$ cat src/rtl/huffman_block_sequencer.sv
// huffman_block_sequencer: turns one zigzag coefficient block into a DC-diff / AC run-value / ZRL / EOB
// symbol stream, tracking a DC predictor per colour component.
module huffman_block_sequencer #(
    parameter int COEF_W = 8,
    parameter int NCOEF  = 64,
    parameter int NCOMP  = 3,
    parameter int CW     = (NCOMP > 1) ? $clog2(NCOMP) : 1
) (
    input  logic                      clock,
    input  logic                      reset_n,
    input  logic                      blk_valid,
    output logic                      blk_ready,
    input  logic [NCOEF*COEF_W-1:0]   blk_coefs,
    input  logic [CW-1:0]             blk_comp,
    input  logic                      pred_clear,
    output logic                      sym_valid,
    input  logic                      sym_ready,
    output logic                      sym_is_dc,
    output logic                      sym_zrl,
    output logic                      sym_eob,
    output logic [3:0]                sym_run,
    output logic [COEF_W:0]           sym_value,
    output logic [CW-1:0]             sym_comp,
    output logic                      sym_last,
    output logic                      blk_done
);
    localparam int KW = $clog2(NCOEF);

    typedef enum logic [1:0] {IDLE, HOLD, SCAN} state_t;

    state_t              state;
    logic [COEF_W-1:0]   coef [NCOEF];
    logic [COEF_W-1:0]   pred [NCOMP];
    logic [KW-1:0]       last_nz, nz_idx, k;
    logic [3:0]          run;
    logic [COEF_W-1:0]   coef0, pred_cur, coef_k;
    logic [COEF_W:0]     dc_diff;
    logic                eob_hit, nz;

    always_comb begin
        nz_idx = '0;
        for (int i = 1; i < NCOEF; i++)
            if (blk_coefs[i*COEF_W +: COEF_W] != '0) nz_idx = KW'(i);
    end

    // A restart marker in the capture cycle must already see a zero predictor.
    assign coef0     = blk_coefs[COEF_W-1:0];
    assign pred_cur  = pred_clear ? '0 : pred[blk_comp];
    assign dc_diff   = {coef0[COEF_W-1], coef0} - {pred_cur[COEF_W-1], pred_cur};
    assign coef_k    = coef[k];
    assign eob_hit   = k > last_nz;
    assign nz        = coef_k != '0;
    assign blk_ready = state == IDLE;

    always_ff @(posedge clock or negedge reset_n) begin
        if (!reset_n) begin
            state     <= IDLE;
            last_nz   <= '0;
            k         <= '0;
            run       <= '0;
            for (int i = 0; i < NCOEF; i++) coef[i] <= '0;
            for (int i = 0; i < NCOMP; i++) pred[i] <= '0;
            sym_valid <= 1'b0;
            sym_is_dc <= 1'b0;
            sym_zrl   <= 1'b0;
            sym_eob   <= 1'b0;
            sym_run   <= '0;
            sym_value <= '0;
            sym_comp  <= '0;
            sym_last  <= 1'b0;
            blk_done  <= 1'b0;
        end else begin
            blk_done <= 1'b0;
            if (pred_clear)
                for (int i = 0; i < NCOMP; i++) pred[i] <= '0;
            case (state)
                IDLE: if (blk_valid) begin
                    for (int i = 0; i < NCOEF; i++) coef[i] <= blk_coefs[i*COEF_W +: COEF_W];
                    pred[blk_comp] <= coef0;
                    last_nz   <= nz_idx;
                    k         <= KW'(1);
                    run       <= '0;
                    sym_valid <= 1'b1;
                    sym_is_dc <= 1'b1;
                    sym_zrl   <= 1'b0;
                    sym_eob   <= 1'b0;
                    sym_run   <= '0;
                    sym_value <= dc_diff;
                    sym_comp  <= blk_comp;
                    sym_last  <= 1'b0;
                    state     <= HOLD;
                end
                // EOB beats ZRL, so a ZRL is only ever followed by a nonzero coefficient.
                SCAN: if (eob_hit || nz || run == 4'd15) begin
                    sym_valid <= 1'b1;
                    sym_is_dc <= 1'b0;
                    sym_eob   <= eob_hit;
                    sym_zrl   <= !eob_hit && !nz;
                    sym_run   <= eob_hit ? '0 : run;
                    sym_value <= (eob_hit || !nz) ? '0 : {coef_k[COEF_W-1], coef_k};
                    sym_last  <= eob_hit || (nz && k == KW'(NCOEF - 1));
                    run       <= '0;
                    state     <= HOLD;
                end else begin
                    run <= run + 4'd1;
                    k   <= k + KW'(1);
                end
                HOLD: if (sym_ready) begin
                    sym_valid <= 1'b0;
                    blk_done  <= sym_last;
                    k         <= sym_is_dc ? k : k + KW'(1);
                    run       <= '0;
                    state     <= sym_last ? IDLE : SCAN;
                end
                default: state <= IDLE;
            endcase
        end
    end

    always_ff @(posedge clock)
        if (reset_n && blk_valid && blk_ready) assert (int'(blk_comp) < NCOMP);
endmodule

$ cat config.mk
export PLATFORM = sky130hd
export DESIGN_NAME = huffman_block_sequencer
export DESIGN_NICKNAME = d
export VERILOG_FILES = /design/src/rtl/huffman_block_sequencer.sv
export SDC_FILE = /design/constraint.sdc
export NUM_CORES = 2
export LEC_CHECK = 0
export ABC_AREA = 1
export CAP_MARGIN = 20
export CORE_AREA = 2 2 342 344
export CTS_BUF_LIST = sky130_fd_sc_hd__clkbuf_16
export DETAILED_ROUTE_END_ITERATION = 7
export DIE_AREA = 0 0 344 346
export PLACE_DENSITY = 0.54
export SLEW_MARGIN = 20
export SYNTH_ARGS = -nofsm -noshare
export SYNTH_HDL_FRONTEND = slang
export SYNTH_SLANG_ARGS = --single-unit
$ cat constraint.sdc
create_clock -name clock -period 6 [get_ports clock]
set_input_delay 0.9 -clock clock [delete_from_list [all_inputs] [get_ports clock]]
set_output_delay 0.9 -clock clock [all_outputs]
set_load 0.01 [all_outputs]
==> impl_metrics.yaml <==
grt:
  use_met1_pct: 28.5
  grt_busiest_layer: "met2"
  grt_pass1_vias: 28000
  antenna_found_initial: 12
  met2_usage_pct: 33.1
  overflow: 0
  grt_first_pass_wirelength_um: 184000
  track_usage_pct: 20.6
  grt_max_degree: 198
  met3_usage_pct: 4.01
power_and_ir_drop:
  ir_drop_v: 0.000390
  p_comb_share_pct: 41.1
  powerDensity_nw_per_um2: 491
  p_sw_share_pct: 43.0
  leakagePower_uw: 0.0178
  internal_power_uw: 10600
  pwr-share-clk_pct: 23.3
  p_sw_uw: 8030
  p_total_uw: 18700
  sequentialPowerShare_pct: 35.6
timing:
  min_period_over_period_pct: 92.7
  fmaxAchievable_mhz: 180
  post-route-min-period_ns: 5.56
  setup_viol: 0
  maxSlewViolCount: 0
  worstMarginPinSlew_ns: 1.16
  rsz0062_at_grt: "false"
  slew_headroom_pct: 22.7
  hold_violations: 0
  finalSetupTns_ns: 0
  fin_worst_skew_ns: 0.0211
floorplanning:
  die_area_sq_um: 119000
  start_util_pct: 24.8
  io_pins: 541
  die_x_um: 344
  die_h_um: 346
  rows: 125
  core_area_sq_um: 115000
worst_setup_path:
  path_max_fanout: 112
  crit_path_end: "sym_value[0]$_DFFE_PN0P_"
  cp.depth: 19
  r2r_end: "sym_value[0]$_DFFE_PN0P_"
  reg2reg_slack_ns: 0.44
  regToRegStartpoint: "k[0]$_DFFE_PN0P_"
  critPathMaxStageDelay_ns: 0.74
  crit_path_end_kind: "flip-flop"
  path_delay_family: "compound AO/OA/AOI/OAI gates"
  cp.arrival_ns: 6.03
  worstSetupStartpoint: "k[0]$_DFFE_PN0P_"
  worstPathCellList: "inv_8 > buf_12 > o21ai_1 > o221ai_1 > nand3_1 > a31oi_1 > a221o_1 > inv_1 > nand3b_1 > or4_1 > nor2_1 > nand3_1 > inv_2 > nor2_1 > inv_2 > a21oi_1 > inv_2 > a21oi_1 > o31ai_1"
  crit_buf_inv: 6
  crit_slowest_cell: "a21oi_1"
  cpMostUsedCell: "inv_2"
  criticalPathCategory: "flip-flop to flip-flop"
  required_ns: 6.47
  critPathLaunchType: "flip-flop"
  reg2regPathDepth: 19
route:
  ant_nets: 0
  vias_per_cell: 4.78
  route.vias.total: 28100
  drc: 0
  wl_per_cell_um: 21.3
  drt_iter0_drc: 2356
  drt_pass1_iterations: 6
  wl_um: 125000
placement:
  portBuffers: 540
  gp_congestion: 0.897
  dp_hpwl_um: 93100
clock_tree:
  cts_buffers: 71
  cts_sinks: 575
  cts-root-buf: "clkbuf_16"
  htree_levels: 3
  ctsHoldBuffers: 0
  cts_buffer_depth: 3
  cts_tree: "built"
  post_cts_buffers: 0
  clk_pin_slew_ns: 0.06
  clock_latency_ns: 0.64
  cts_resized: 0
synth:
  synth_top_area_share_pct: 50.3
  synth_enable_flop_cells: 0
  synth.most_common_cell: "nand2_1"
  synthTopCellsByArea: "dfrtp_1 (50%), nand2_1 (23%), nor2_1 (4.3%)"
  postSynthAreaPerCell_sq_um: 7.43
  ys_ff_latch: 575
  syn_inst: 3853
  synth_commonest_cells: "nand2_1 (1720), dfrtp_1 (575), nor2_1 (331)"
  ys_seq_area_share_pct: 50.3
  syn_area_sq_um: 28600
  ys_async_sr_fraction_pct: 100
  synth.largest_area_cell: "dfrtp_1"
  synth-main-ff-cell: "dfrtp_1"
  syn_nets: 4394
  yosys_warnings: 0
  synth.distinct_cells: 39
final_layout:
  nets: 4835
  fill_cells: 12300
  area_growth_pct: 32.8
  drive_gt1_share_pct: 4.60
min_path:
  worstHoldPathType: "input pin to asynchronous set/reset pin"
outcome:
  outcome: "finished clean"
run:
  cap_violations: 0
[worst min path at each step]
stage                                     endpoint  slack [ns]
after floorplan              coef[104]$_DFFE_PN0P_        0.44
after global placement    sym_value[2]$_DFFE_PN0P_        0.46
after detailed placement     coef[172]$_DFFE_PN0P_        0.46
after CTS                       run[0]$_DFFE_PN0P_        0.35
after global routing            run[0]$_DFFE_PN0P_        0.36
final                           run[0]$_DFFE_PN0P_        0.33
[sequential cells by signal, indices dropped and copies added (netlist names)]
signal	count
run	4
sym_comp	2
sym_zrl	1
last_nz	6
state	2
blk_done	1
sym_eob	1
sym_valid	1
pred	24
k	6
sym_is_dc	1
sym_run	4
sym_value	9
sym_last	1
coef	512
[power by group through the flow]
stage	Clock, uW	Combinational, uW	Sequential, uW
4_1_cts	4460	7720	6630
2_1_floorplan	0	4650	6340
5_1_grt	4610	8570	6840
3_5_place_dp	0	7690	6670
3_3_place_gp	0	7650	6650
6_report	4360	7680	6640
[logic make-up (layout without fill, tap and decap cells)]
group | count (synthesis) | after routing | synth area share, %
DFF | 575 | 575 | 50.3
other | 0 | 5 | 0
and+or+nand+nor | 2268 | 2268 | 31.4
xor gates and xnor gates | 2 | 2 | 0.0612
AOI/OAI and AO/OA | 583 | 583 | 11.8
adders and majority gates | 22 | 22 | 0.988
buffers and inverters | 403 | 899 | 5.51
[metrics by stage]
| step | utilization (%) | setup slack, ns | std cells | area [sq um] | hold slack [ns] |
|---|---|---|---|---|---|
| 3_5_place_dp | 30.9 | 0.529 | 5745 | 35700 | 0.460 |
| 2_1_floorplan | - | 2.12 | 3853 | 28600 | 0.444 |
| 6_report | 32.9 | 0.436 | 5878 | 38000 | 0.330 |
| 4_1_cts | 32.9 | 0.639 | 5873 | 38000 | 0.347 |
| 5_1_grt | 32.9 | 0.116 | 5874 | 38000 | 0.364 |
| 3_3_place_gp | 30.9 | 0.297 | 5745 | 35700 | 0.457 |
[metal layers]
| metal | vias to the layer above | share of wire, % |
|---|---|---|
| li1 | 13500 | - |
| met4 | 16 | 2.1 |
| met2 | 868 | 46 |
| met3 | 147 | 6.0 |
| met5 | - | 0.077 |
| met1 | 13600 | 46 |
[cell usage in the layout (no fill, tap or decap), types with 5 or more instances in the layout]
cell type and n:
o21ai_0 237, nor3_1 5, inv_2 23, nand3_1 67, nand2_1 1719, o31ai_1 9, o21ai_1 111, clkbuf_16 73
nor4_1 116, o211ai_1 20, diode_2 5, bufinv_16 8, o22ai_1 88, clkdlybuf4s50_1 539, clkinv_2 12, clkinv_1 21
a22oi_1 5, inv_1 151, o221ai_1 47, buf_4 44, dfrtp_1 572, a31oi_1 17, ha_1 21, nor2_1 330
buf_12 12, nand4_1 21, a21oi_1 29
[area by class of cell]
| type | count | area (sq um) | area share [%] |
|---|---|---|---|
| clock buffer | 73 | 1830 | 4.80 |
| timing repair buffer | 596 | 5980 | 15.7 |
| antenna | 5 | 12.5 | 0.0329 |
| sequential | 575 | 14400 | 37.9 |
| tap | 1524 | 1910 | 5.02 |
| inverter | 175 | 729 | 1.92 |
| multi-input combinational | 2875 | 12700 | 33.4 |
| clock inverter | 55 | 483 | 1.27 |
Note: power is estimated with default switching activity, not from simulation.
